**src/rtl/lsu_pkg.sv**
```systemverilog
// Shared state, funct3, error-code and request-holding types for the load/store unit.
package lsu_pkg;

    typedef enum logic [2:0] {
        IDLE,
        ST_WR,
        LD_ADDR,
        LD_DATA,
        RESP
    } lsu_state_t;

    localparam logic [2:0] LB  = 3'b000;
    localparam logic [2:0] LH  = 3'b001;
    localparam logic [2:0] LW  = 3'b010;
    localparam logic [2:0] LBU = 3'b100;
    localparam logic [2:0] LHU = 3'b101;
    localparam logic [2:0] SB  = 3'b000;
    localparam logic [2:0] SH  = 3'b001;
    localparam logic [2:0] SW  = 3'b010;

    localparam logic [1:0] LSU_OK       = 2'b00;
    localparam logic [1:0] LSU_MISALIGN = 2'b01;
    localparam logic [1:0] LSU_RANGE    = 2'b10;
    localparam logic [1:0] LSU_ILLEGAL  = 2'b11;

    typedef struct packed {
        logic        is_store;
        logic [31:0] addr;
        logic [31:0] wdata;
        logic [2:0]  funct3;
    } lsu_req_t;

endpackage

```
**src/rtl/lsu_access_check.sv**
```systemverilog
// Combinational legality check of a load/store request; returns the highest-priority fault cause.
// Priority: illegal funct3, then misalignment, then out-of-range address.
module lsu_access_check
    import lsu_pkg::*;
#(
    parameter int ADDR_WIDTH = 10
) (
    input  logic        is_store,
    input  logic [31:0] addr,
    input  logic [2:0]  funct3,
    output logic [1:0]  err
);

    logic        illegal;
    logic        half;
    logic        word;
    logic [31:0] addr_hi;

    always_comb begin
        illegal = is_store ? (funct3 > SW) : !(funct3 inside {LB, LH, LW, LBU, LHU});
        half    = is_store ? (funct3 == SH) : (funct3 == LH || funct3 == LHU);
        word    = (funct3 == LW);
        // Anything left after dropping the in-range byte offset bits is out of range.
        addr_hi = addr >> (ADDR_WIDTH + 2);

        err = LSU_OK;
        if (illegal) begin
            err = LSU_ILLEGAL;
        end else if ((half && addr[0]) || (word && addr[1:0] != 2'b00)) begin
            err = LSU_MISALIGN;
        end else if (addr_hi != 32'd0) begin
            err = LSU_RANGE;
        end
    end

endmodule

```
**src/rtl/load_store_unit.sv**
```systemverilog
// Load/store sequencer: checks a request, drives the BRAM, returns one response (load 3, store 2, error 1 cycle after accept).
// req_ready is low from accept until the response handshake; the response is held until resp_ready.
module load_store_unit
    import lsu_pkg::*;
#(
    parameter int ADDR_WIDTH = 10
) (
    input  logic        clk,
    input  logic        rst_n,
    input  logic        req_valid,
    output logic        req_ready,
    input  logic        req_is_store,
    input  logic [31:0] req_addr,
    input  logic [31:0] req_wdata,
    input  logic [2:0]  req_funct3,
    output logic        resp_valid,
    input  logic        resp_ready,
    output logic [31:0] resp_rdata,
    output logic [1:0]  resp_err,
    output logic        stall,
    output logic [31:0] mem_address,
    output logic [31:0] mem_write_data,
    output logic [2:0]  mem_funct3,
    output logic        mem_write,
    output logic        mem_read,
    input  logic [31:0] mem_read_data
);

    lsu_state_t  state;
    lsu_state_t  state_nxt;
    lsu_req_t    hold_q;
    logic [1:0]  chk_err;
    logic [1:0]  err_q;
    logic [31:0] rdata_q;
    logic        rdata_live_q;
    logic        accept;

    lsu_access_check #(
        .ADDR_WIDTH (ADDR_WIDTH)
    ) u_check (
        .is_store (req_is_store),
        .addr     (req_addr),
        .funct3   (req_funct3),
        .err      (chk_err)
    );

    assign req_ready = (state == IDLE);
    assign accept    = req_valid && req_ready;
    assign stall     = req_valid && !req_ready;

    always_comb begin
        state_nxt = state;
        case (state)
            IDLE: begin
                if (req_valid) begin
                    if (chk_err != LSU_OK) begin
                        state_nxt = RESP;
                    end else if (req_is_store) begin
                        state_nxt = ST_WR;
                    end else begin
                        state_nxt = LD_ADDR;
                    end
                end
            end
            ST_WR:   state_nxt = RESP;
            LD_ADDR: state_nxt = LD_DATA;
            LD_DATA: state_nxt = RESP;
            RESP: begin
                if (resp_ready) begin
                    state_nxt = IDLE;
                end
            end
            default: state_nxt = IDLE;
        endcase
    end

    always_ff @(posedge clk or negedge rst_n) begin
        if (!rst_n) begin
            state <= IDLE;
        end else begin
            state <= state_nxt;
        end
    end

    always_ff @(posedge clk or negedge rst_n) begin
        if (!rst_n) begin
            hold_q       <= '0;
            err_q        <= LSU_OK;
            rdata_q      <= '0;
            rdata_live_q <= 1'b0;
        end else begin
            rdata_live_q <= (state == LD_DATA);
            if (accept) begin
                hold_q <= '{is_store: req_is_store, addr: req_addr,
                            wdata: req_wdata, funct3: req_funct3};
                err_q   <= chk_err;
                rdata_q <= '0;
            end else if (rdata_live_q) begin
                rdata_q <= mem_read_data;
            end
        end
    end

    // Memory output is only valid in the first response cycle; it is forwarded then and held from rdata_q after.
    assign resp_rdata     = rdata_live_q ? mem_read_data : rdata_q;
    assign resp_err       = err_q;
    assign resp_valid     = (state == RESP);

    assign mem_address    = hold_q.addr;
    assign mem_write_data = hold_q.wdata;
    assign mem_funct3     = hold_q.funct3;
    assign mem_write      = (state == ST_WR);
    assign mem_read       = (state == LD_ADDR) || (state == LD_DATA);

endmodule

```
**config.mk**
```make
export PLATFORM = sky130hd
export DESIGN_NAME = load_store_unit
export DESIGN_NICKNAME = d
export VERILOG_FILES = /design/src/rtl/lsu_pkg.sv /design/src/rtl/lsu_access_check.sv /design/src/rtl/load_store_unit.sv
export SDC_FILE = /design/constraint.sdc
export NUM_CORES = 1
export LEC_CHECK = 0
export CAP_MARGIN = 20
export CORE_UTILIZATION = 55
export CTS_CLUSTER_DIAMETER = 100
export CTS_CLUSTER_SIZE = 25
export DETAILED_ROUTE_END_ITERATION = 6
export DONT_BUFFER_PORTS = 1
export PLACE_DENSITY = 0.81
export SLEW_MARGIN = 30
export SYNTH_ARGS = -nofsm -noshare
export SYNTH_HDL_FRONTEND = slang
export SYNTH_SLANG_ARGS = --single-unit
```
**constraint.sdc**
```tcl
create_clock -name clk -period 1.43 [get_ports clk]
set_input_delay 0.143 -clock clk [delete_from_list [all_inputs] [get_ports clk]]
set_output_delay 0.143 -clock clk [all_outputs]
set_load 0.02 [all_outputs]
```
== After elaboration in Yosys (flattened, before gate mapping) ==
Cells that the tools add are included.

* Equality and inequality tests: 10
* Magnitude comparators: 1
* Reductions and logical operators: 17
* Muxes and demuxes: 12

{| class="wikitable"
|+ Operators with widths
! kind !! number
|-
| $mux 32 || 2
|-
| $reduce_bool 32->1 || 1
|-
| $pmux 3 s4 || 1
|-
| $eq 3x2->1 const B || 3
|-
| $eq 3x3->1 const B || 3
|-
| $mux 3 || 3
|-
| $mux 2 || 4
|-
| $eq 3x1->1 const B || 2
|-
| $logic_not 3->1 || 2
|-
| $reduce_bool 5->1 || 1
|-
| $logic_and 1x1->1 || 4
|-
| $reduce_bool 2->1 || 2
|-
| $gt 3x2->1 const B || 1
|-
| $logic_or 1x1->1 || 3
|-
| $logic_not 1->1 || 2
|-
| $mux 1 || 2
|-
| $ne 2x1->1 const B || 1
|-
| $ne 2x2->1 const B || 1
|-
| $reduce_and 2->1 || 1
|-
| $reduce_or 2->1 || 1
|}

* Word-level logic and storage cells: 47
* Register bits after elaboration: 105
* Output and inout port bits: 106
* Input port bits: 104

== Logic depth before layout (Yosys ltp) ==
Gate-level depths: netlist of the first run.

* Depth after elaboration: 11
* Mapped depth: 7
* Mapped depth without buffers: 4

== Cells and area by module ==
From an unflattened synthesis of the first run, not the netlist that was laid out.

* Cells, all modules: 291
* Area total of the unflattened synthesis: 4344.2 um2

{| class="wikitable"
|+ Modules (own cells, without submodules)
! module !! times used !! seq. area each (um2) !! cells each !! area each (um2)
|-
| load_store_unit || 1 || 2627.5 || 275 || 4229.1
|-
| lsu_access_check || 1 || 0.0 || 16 || 115.1
|}

== Worst setup path before layout of the first run ==
OpenSTA, ideal clock, no wires.

* Kind: reg2reg
* From: reg state[2]
* To: reg err_q[0], in the netlist resp_err[0]
* Path buffers: 3
* Path slack: -176 ps
* Setup time: 65 ps
* Stages on the path, launching flop included: 8
* Data arrival time: 1541 ps
* Clock period less this slack: 1606 ps
* Data required time: 1365 ps
* Cells stage by stage: dfrtp_1 -> nor3_2 -> and2_1 -> buf_2 -> buf_4 -> buf_2 -> nand2_1 -> nand2_1

* Longest elaborated chain between the ends: 2

{| class="wikitable"
|+ Ends and longest elaborated chain
! element !! RTL line !! source
|-
| start: declaration || load_store_unit.sv:29 || <nowiki>lsu_state_t state;</nowiki>
|-
| start signal: assignment || load_store_unit.sv:81 || <nowiki>state <= state_nxt;</nowiki>
|-
| $logic_not 3->1 || load_store_unit.sv:47 || <nowiki>assign req_ready = (state == IDLE);</nowiki>
|-
| named net req_ready || load_store_unit.sv:11 || <nowiki>output logic req_ready,</nowiki>
|-
| $logic_and 1x1->1 || load_store_unit.sv:48 || <nowiki>assign accept = req_valid && req_ready;</nowiki>
|-
| end signal: assignment || load_store_unit.sv:96 || <nowiki>err_q <= chk_err;</nowiki>
|-
| end: declaration || load_store_unit.sv:33 || <nowiki>logic [1:0] err_q;</nowiki>
|}

The timed path passes the listed nets, and every way through them passes these cells.
A chain may end at the register's enable or synchronous reset.

== Final worst setup path of the first run ==
* From: reg state[2]
* To: reg hold_q (netlist bit mem_address[13])

* Longest elaborated chain between the ends: 2

{| class="wikitable"
|+ Ends and longest elaborated chain
! element !! RTL line !! source
|-
| $logic_not 3->1 || load_store_unit.sv:47 ||
|-
| $logic_and 1x1->1 || load_store_unit.sv:48 ||
|-
| end signal: assignment || load_store_unit.sv:94 || <nowiki>hold_q <= '{is_store: req_is_store, addr: req_addr,</nowiki>
|-
| end: declaration || load_store_unit.sv:31 || <nowiki>lsu_req_t hold_q;</nowiki>
|}

No other way between the ends.

==> metrics.csv, run 1 <==
metric,value,unit
yosysSeqAreaShare,0.609,
die-height,90.6,um
h-tree-depth,3,
antenna_found_initial,1,
rsz0062_at_grt,yes,
drv_cap,0,
remaining_drc_errors,0,
yosysUniqueCellTypes,28,
cts_tree,yes,
die_x,90.6,um
firstDrtPassIters,6,
powerDensity,1100,nW/um^2
relSlewSlack,0.644,
met1Wirelength,6.05,mm
crit_slowest_cell,or4b_4,
cts_buffer_depth,2,
wl_met2,8.95,mm
finalCritPeriodShare,1.23,
crit_path_start_kind,flop,
cts_inserted_buffers,9,
slowest_delay,670,ps
drv_slew,0,
synth_area_leaders,"dfrtp_1, nand2_1, mux2_2, and2_1, buf_2",
setup-violations-final,138,
ctsHoldBuffers,70,
multi_input_area,2180,um^2
required,1690,ps
timing.clock.skew,19.5,ps
grt_overflow_total,0,
io_buffers,0,
critical_path.cell_chain,buf_6 -> or4b_4 -> clkbuf_16 -> nand2_1 -> nand2_1,
cp_common_cell,nand2_1,
start_util,0.583,
path_class,reg -> reg,
grt_pass1_wl,20.1,mm
whs,-535,ps
report.final.hold_viol_count,105,
dr_wl_met3,1.87,mm
end_kind,flop,
design.die.area,8200,um^2
place_hpwl,6.81,mm
postSynthNetCount,537,
syn_inst,433,
drt-total-wl,18.1,mm
instances_no_fill,677,
fin_ws,-326,ps
worstSkewPairLatency,370,ps
dr.max_layer_used,met4,
fin_crit,1760,ps
grt_max_degree,106,
area_delta_synth_final,60.3,%
syn_avg_cell_area,9.97,um^2
ys_ff_latch,105,
num_rows,31,
path_clk_slew,110,ps
synth_warnings,0,
tns,-31370,ps
fill_cells,219,
fmax,570,MHz
grt_pass1_vias,3981,
dp_cells,554,
violations,"negative hold slack, negative setup slack",
wire_per_inst,26.7,um
synth_area,4320,um^2
cp_max_fo,18,
vdd_ir_drop_max,0.000710,V
vias,4142,
min_path_type,in -> async,
outcome,"complete, but fails checks",
pin_count,210,
leakagePower,3.43,nW
grt_usage,0.322,
drive_gt1_frac,0.423,
via_per_inst,6.12,
antenna_left,0,
tightest_slew,534,ps
cts_sinks,105,
drt_first_iter_violations,295,
layout.nets,677,
cts_root_buf,clkbuf_8,
worst_ep_arrival_time,2010,ps
gp_congestion,0.824,
core_area,7410,um^2
synth_top_cell_area_share,0.609,
seq_area,2630,um^2
yosys.area.top_type,dfrtp_1,
## where the power goes
part	switching (W)	total, W	leakage (nW)	internal [W]
clock network	0.00106	0.00171	0.0794	0.000642
logic	0.000823	0.00156	2.01	0.000737
registers	0.000999	0.00436	1.35	0.00336
## synth_stat cells
cell type / instances
nor3_1: 1
a22oi_1: 1
a21bo_1: 1
nand2b_1: 2
or4b_4: 1
nor2_1: 5
a311oi_2: 1
buf_2: 17
clkbuf_1: 4
nor3_2: 1
nand2_1: 207
and3b_1: 1
o31ai_1: 2
nor3b_1: 1
buf_6: 1
a21oi_1: 1
o311ai_0: 1
a21oi_2: 1
buf_4: 1
nor2b_1: 2
mux2_1: 5
mux2_2: 27
nand3b_1: 1
nand3_1: 3
or2_2: 1
nor4_1: 5
and2_1: 34
dfrtp_1: 105
## path summary, 6_finish.rpt
kind / depth (start not counted) / end / from / slack [ps]
worst max-delay path: 5 / mem_address[13] / state[2] / -330
worst min-delay path: 0 / mem_address[0] / rst_n / -540
worst max register to register: 5 / mem_address[13] / state[2] / -330
worst min register to register: 2 / rdata_q[25] / rdata_q[25] / 620
max in group asynchronous: 0 / rdata_q[9] / rst_n / 1830
min in group clk: 2 / rdata_q[25] / mem_read_data[25] / 50
## through the flow
stage	total power (W)	util	worst slack (ps)	instance area [um^2]
floorplan	0.00468	-	-105	4330
global placement	0.00486	0.637	-35.7	4720
detailed placement	0.00493	0.637	-85.9	4720
CTS	0.00698	0.808	-217	5990
global route	0.00784	0.934	-342	6920
finish	0.00763	0.934	-326	6920
## critical path: cells and delay by family (launching register included)
| family | cells | cell delay (ps) |
|---|---|---|
| flip-flops | 1 | 440 |
| buffers and inverters | 2 | 350 |
| AND/OR/NAND/NOR | 3 | 850 |
## layout make-up
| class | instances | area share |
|---|---|---|
| clock inverters | 5 | 0.00597 |
| multi-input cells | 307 | 0.315 |
| diodes | 1 | 0.000362 |
| clock buffers | 10 | 0.0185 |
| well taps | 99 | 0.0179 |
| flip-flops and latches | 105 | 0.380 |
| repair buffers | 150 | 0.262 |
## cell families (layout without fill, tap and decap cells)
| logic type | after synthesis | count (layout) | synth area share |
|---|---|---|---|
| multiplexers | 32 | 32 | 0.0835 |
| flip-flops | 105 | 105 | 0.609 |
| AO/OA/AOI/OAI | 8 | 8 | 0.0162 |
| AND/OR/NAND/NOR | 265 | 267 | 0.264 |
| buffers and inverters | 23 | 165 | 0.0275 |
| other | 0 | 1 | 0 |
## metal layers
layer / GRT usage / vias up
met5: 0 / -
met4: 0.160 / 0
met3: 0.100 / 124
met2: 0.556 / 375
met1: 0.359 / 1992
li1: - / 1651
## flip-flops by register name, summed over array words and instances (netlist names)
signal	count
rdata_live_q	1
mem_funct3	3
mem_address	32
rdata_q	32
mem_write_data	32
resp_err	2
state	3
## repair_timing
item,CTS,global route
hold endpoints to repair,175,105
gates cloned,8,9
buffers inserted,5,16
endpoints found under the setup margin,137,138
pin swaps,17,43
resized for setup,42,193
## placed cells by master, fill, tap and decap left out, types with 2 or more instances in the layout
cell | netlist | layout
nand2_4 | 0 | 31
dfrtp_2 | 0 | 3
nand2_2 | 0 | 57
mux2_4 | 0 | 32
buf_6 | 1 | 45
buf_16 | 0 | 7
dlygate4sd3_1 | 0 | 70
nor3_4 | 0 | 2
clkbuf_8 | 0 | 9
inv_6 | 0 | 2
buf_12 | 0 | 7
clkinvlp_4 | 0 | 2
nor2_1 | 5 | 4
and2_4 | 0 | 14
nor4_1 | 5 | 5
and2_1 | 34 | 19
or4b_4 | 1 | 3
buf_4 | 1 | 14
nand3_1 | 3 | 3
clkbuf_16 | 0 | 6
dfrtp_1 | 105 | 102
o31ai_1 | 2 | 2
nand2_1 | 207 | 119
Power figures use the tool's default switching activity.
==> inputs of run 2 (changes only) <==
--- a/config.mk
+++ b/config.mk
@@ -5,6 +5,7 @@
 export SDC_FILE = /design/constraint.sdc
 export NUM_CORES = 1
 export LEC_CHECK = 0
+export ABC_AREA = 1
 export CAP_MARGIN = 20
 export CORE_UTILIZATION = 55
 export CTS_CLUSTER_DIAMETER = 100
==> run 2 against run 1 <==
- the flow still finishes with violations (negative hold slack, negative setup slack)
- core utilization is 13 points lower
- critical path depth decreased by 2
- die area increased by 5.9%
- count of clock-buffer cells in the layout increased by 1
- clock skew fell by 5.3 ps
- power grew 45%
- global-route usage fell by 4.8 points
- sequential cell count did not move
==> metrics.csv, run 2 <==
metric,value,unit,change
outcome,"complete, but fails checks",,
violations,"negative hold slack, negative setup slack",,
end_kind,primary output,,
seq_area,2630,um^2,about the same
grt_usage,0.274,,-0.0481
relSlewSlack,0.815,,+0.171
antennaDiodeCount,0,,-1
synth_warnings,0,,unchanged
drv_cap,0,,unchanged
powerDensity,1730,nW/um^2,+57%
finalCritPeriodShare,1.13,,-0.0994
dpl_cell_area,4840,um^2,+2.5%
firstDrtPassIters,4,,-2
drive_gt1_frac,0.354,,-0.0690
dr.max_layer_used,met4,,
final_cell_mix,"dfrtp_1, mux2_4, dlygate4sd3_1, nand2_1, inv_1",,
drt_first_iter_violations,119,,-60%
slowest_delay,480,ps,-190 ps
synth_most_common_cell,dfrtp_1,,
synth_area_leaders,"dfrtp_1, mux2_4, mux2_2, nand2_1, inv_1",,
cp_top_family,flip-flops,,
yosysUniqueCellTypes,20,,-29%
preCtsSetupSlack,25.1,ps,+111 ps
antenna_found_initial,0,,-1
drv_slew,0,,unchanged
grt_pass1_wl,17.7,mm,-12%
crit_slowest_cell,dfrtp_2,,
critPathBufInv,2,,unchanged
yosysSeqAreaShare,0.574,,-0.0345
vdd_ir_drop_max,0.00132,V,+86%
die_x,93.2,um,+2.9%
ys_ff_latch,105,,unchanged
critical_path.cell_chain,buf_12 -> buf_16 -> mux2_4,,
setup-violations-final,37,,-73%
worst_ep_arrival_time,1470,ps,-540 ps
via_per_inst,5.42,,-11%
synth_top_cell_area_share,0.574,,-0.0345
fin_crit,1610,ps,-142 ps
vias,3188,,-23%
worstSkewPairLatency,350,ps,-20 ps
gp_congestion,0.748,,-9.2%
min_path_type,in -> async,,
synth_area,4570,um^2,+6.0%
tightest_slew,277,ps,-257 ps
cts_inserted_buffers,9,,unchanged
cts_root_buf,clkbuf_8,,
grt_overflow_total,0,,unchanged
pin_count,210,,unchanged
wl_met2,6.79,mm,-24%
dr_wl_met3,865,um,-54%
fmax,620,MHz,+8.8%
io_buffers,0,,unchanged
yosys_most_used_dff,dfrtp_1,,
wire_per_inst,21.5,um,-20%
cts_sinks,105,,unchanged
synth_enable_flop_cells,0,,unchanged
start_util,0.580,,-0.00255
report.final.hold_viol_count,107,,+1.9%
fin_area,6370,um^2,-7.9%
die-height,93.2,um,+2.9%
postSynthNetCount,469,,-13%
syn_inst,365,,-16%
cts_buffer_depth,2,,unchanged
layout.nets,585,,-14%
syn_avg_cell_area,12.5,um^2,+26%
fin_ws,-184,ps,+142 ps
layout_commonest_cell,dfrtp_1,,
drt-total-wl,12.6,mm,-30%
grt_max_degree,106,,unchanged
leakagePower,3.33,nW,-3.0%
met1Wirelength,4.74,mm,-22%
yosys.area.top_type,dfrtp_1,,
async_flop_share,1.00,,unchanged
fill_cells,397,,+81%
design.die.area,8690,um^2,+5.9%
area_delta_synth_final,39.2,%,
rsz0062_at_grt,yes,,
remaining_drc_errors,0,,unchanged
timing.clock.skew,14.3,ps,-5.27 ps
path_class,reg -> out,,
grt_pass1_vias,3364,,-15%
whs,-532,ps,+3.41 ps
synthTopCellsByCount,"dfrtp_1, nand2_1, mux2_4, inv_1, mux2_2",,
required,1290,ps,-400 ps
num_rows,32,,+3.2%
crit_path_start_kind,flop,,
cp_max_fo,8,,-10
h-tree-depth,3,,unchanged
cts_tree,yes,,
multi_input_area,1860,um^2,-15%
place_hpwl,6.76,mm,-0.73%
path_clk_slew,110,ps,about the same
antenna_left,0,,unchanged
core_area,7890,um^2,+6.5%
## run 2: worst register-to-register path: stages (launching register included)
cell	delay, ps
dfrtp_1	410
nor2_2	150
nand2_4	90
clkinv_8	80
nand2_8	100
clkbuf_16	180
mux2_4	300
## run 2: worst paths after layout
check | cells past startpoint | slack (ps) | to | startpoint
setup / recovery | 3 | -180 | resp_rdata[0] | rdata_live_q
hold / removal | 0 | -530 | mem_write_data[2] | rst_n
setup reg to reg | 6 | -10 | mem_write_data[8] | state[1]
hold reg to reg | 2 | 570 | rdata_live_q | state[2]
max in group asynchronous | 0 | 1790 | rdata_q[31] | rst_n
min in group clk | 2 | -10 | state[1] | req_valid
## run 2: layer usage
metal  up-vias  GRT usage
li1       1396          -
met1      1613      0.307
met2       156      0.497
met3        23     0.0821
met4         0     0.0872
met5         -          0
## run 2: layout make-up
type                       count  area share
tap                          102      0.0200
timing repair buffer         119       0.217
clock buffer                  11      0.0206
sequential                   105       0.413
multi-input combinational    196       0.292
clock inverter                 5     0.00609
inverter                      50      0.0314
## run 2: logic make-up after synthesis
kind of cell,Yosys count,synth area share
AO/OA/AOI/OAI,13,0.0148
buffers and inverters,66,0.0667
flip-flops,105,0.574
multiplexers,91,0.265
AND/OR/NAND/NOR,90,0.0791
## run 2: repair_timing
item	4_1_cts	5_1_grt
gates cloned	3	9
endpoints found under the setup margin	35	92
hold buffers	69	1
hold endpoints to repair	174	106
pin swaps	1	8
resized for setup	56	32
setup buffers	8	7
## run 2: power by group
| part | switching, W | internal (W) | leakage (nW) |
|---|---|---|---|
| Clock | 0.00102 | 0.000650 | 0.0843 |
| Sequential | 0.00209 | 0.00396 | 1.31 |
| Combinational | 0.00123 | 0.00208 | 1.93 |
## run 2: per-stage QoR
| step | TNS [ps] | cells | hold WS, ps | power [W] | utilization |
|---|---|---|---|---|---|
| global route | -7700 | 588 | -566 | 0.0115 | 0.807 |
| CTS | -5880 | 572 | -542 | 0.0104 | 0.766 |
| global placement | 0 | 476 | -151 | 0.00835 | 0.613 |
| finish | -4580 | 588 | -532 | 0.0110 | 0.807 |
| detailed placement | 0 | 476 | -151 | 0.00850 | 0.613 |
| floorplan | 0 | 365 | -153 | 0.00782 | - |
==> inputs of run 3 (changes only) <==
==> constraint.sdc (replaced) <==
create_clock -name clk -period 1.34 [get_ports clk]
set_input_delay 0.134 -clock clk [delete_from_list [all_inputs] [get_ports clk]]
set_output_delay 0.134 -clock clk [all_outputs]
set_load 0.02 [all_outputs]
==> run 3 against run 2 <==
- the flow still finishes with violations (negative hold slack, negative setup slack)
- wire length increased by 1.2%
- clock power increased by 16%
- critical endpoint is now resp_rdata[19]
- highest routed layer unchanged
- power increased by 12%
- register-to-register slack got worse by 180 ps
- first-iteration DRC count decreased by 49%
- critical path type unchanged
==> metrics.csv, run 3 (same netlist as run 2, synthesis figures left out) <==
metric,value,unit,change
wire_per_inst,22.0,um,+2.4%
pin_count,210,,unchanged
min_path_type,in -> async,,
firstDrtPassIters,7,,+3
final_cell_mix,"dfrtp_1, mux2_4, dlygate4sd3_1, nand2_1, inv_1",,
start_util,0.580,,unchanged
cp-endpoint,resp_rdata[19],,
cp_top_family,flip-flops,,
violations,"negative hold slack, negative setup slack",,
r2r_start,state[0],,
cp.depth,3,,unchanged
fmax,618,MHz,
dp_cells,474,,-0.42%
path_clk_slew,100,ps,about the same
grt_max_degree,106,,unchanged
grt_overflow_total,0,,unchanged
fin_crit,1620,ps,
antenna_left,0,,unchanged
num_rows,32,,unchanged
drive_gt1_frac,0.451,,+0.0970
grt_pass1_vias,3471,,+3.2%
gp_congestion,0.777,,+3.9%
cts_sinks,105,,unchanged
worstSkewPairLatency,360,ps,about the same
worst_ep_arrival_time,1480,ps,about the same
drv_slew,0,,unchanged
fin_ws,-279,ps,-95.3 ps
design.die.area,8690,um^2,unchanged
vias,3144,,-1.4%
core_area,7890,um^2,unchanged
whs,-545,ps,-13.0 ps
crit_slowest_cell,dfrtp_2,,
cts_tree,yes,,
place_hpwl,6.53,mm,-3.4%
outcome,"complete, but fails checks",,
grt_usage,0.280,,+0.00582
fin_util,0.838,,+0.0305
timing.clock.skew,12.0,ps,-2.23 ps
end_kind,primary output,,
cts_inserted_buffers,9,,unchanged
startpoint,rdata_live_q,,
drt-total-wl,12.8,mm,+1.2%
cts_buffer_depth,2,,unchanged
layout.nets,578,,-1.2%
timing.rr.end,mem_address[9],,
required,1210,ps,-80 ps
leakagePower,3.39,nW,+1.8%
r2r_cells,7,,+1
h-tree-depth,3,,unchanged
slowest_delay,480,ps,about the same
rsz0062_at_grt,yes,,
powerDensity,1870,nW/um^2,+8.0%
preCtsSetupSlack,-36.0,ps,-61.1 ps
power,0.0124,W,+12%
drt_first_iter_violations,61,,-49%
die_x,93.2,um,unchanged
remaining_drc_errors,0,,unchanged
instances_no_fill,581,,-1.2%
cp_max_fo,8,,unchanged
via_per_inst,5.41,,-0.19%
die-height,93.2,um,unchanged
path_class,reg -> out,,
rrSetupSlack,-190,ps,-180 ps
relSlewSlack,0.788,,-0.0270
antennaDiodeCount,0,,unchanged
area_delta_synth_final,44.4,%,
cts_root_buf,clkbuf_8,,
tightest_slew,317,ps,+40.6 ps
drv_cap,0,,unchanged
report.final.hold_viol_count,105,,-1.9%
layout_commonest_cell,dfrtp_1,,
setup-violations-final,124,,+240%
critPathBufInv,2,,unchanged
finalCritPeriodShare,1.21,,
grt_pass1_wl,18.1,mm,+2.1%
vdd_ir_drop_max,0.00122,V,-8.0%
crit_path_start_kind,flop,,
antenna_found_initial,0,,unchanged
critical_path.cell_chain,buf_12 -> buf_16 -> mux2_4,,
io_buffers,0,,unchanged
run 3: cell types whose count changed in the layout (fill, tap and decap cells not counted), sizes merged:
cell and change:
clkbuf -1, clkinv -1, buf -5, bufinv +1
clkinvlp +1, inv -2, dlygate4sd3 +1, nand2 -1
run 3: timing repair:
action / CTS / global route
hold endpoints to repair: 176 / 107
cloned: 10 / 3
pin swaps: 5 / 25
hold buffers: 70 / 1
resized for setup: 74 / 98
endpoints found under the setup margin: 81 / 140
setup buffers: 8 / 7
run 3: worst min path at each step:
stage | startpoint | endpoint | slack (ps) | cells past startpoint
final | rst_n | rdata_q[24] | -540 | 0
after global routing | rst_n | rdata_q[30] | -570 | 0
after global placement | rst_n | rdata_q[22] | -160 | 0
after detailed placement | rst_n | rdata_q[30] | -160 | 0
after CTS | rst_n | rdata_q[30] | -550 | 0
after floorplan | rst_n | mem_address[0] | -160 | 0
run 3: power by group:
| group | internal, W | switching [W] | leakage [nW] | total, W |
|---|---|---|---|---|
| Combinational | 0.00252 | 0.00141 | 1.99 | 0.00393 |
| Sequential | 0.00422 | 0.00227 | 1.31 | 0.00650 |
| Clock | 0.000872 | 0.00106 | 0.0868 | 0.00193 |
| Total | 0.00761 | 0.00474 | 3.39 | 0.0124 |
run 3: cell type report:
class | count | area, um^2
Sequential cell | 105 | 2630
Multi-Input combinational cell | 195 | 2030
Timing Repair Buffer | 113 | 1440
Fill cell | 409 | 1280
Inverter | 50 | 195
Clock buffer | 12 | 135
Tap cell | 102 | 128
Clock inverter | 4 | 53.8
run 3: layer usage:
metal  track usage  routed length (um)  vias up
li1              -                   -     1381
met1         0.300                4560     1550
met2         0.515                6820      189
met3        0.0911                1150       24
met4        0.0936                 272        0
met5             0                   0        -
run 3: stage by stage:
step,hold slack (ps),instance area (um^2),setup TNS [ps]
floorplan,-162,4580,-4470
global placement,-159,4860,0
detailed placement,-159,4860,-837
CTS,-555,6380,-12370
global route,-566,6610,-23690
finish,-545,6610,-17000
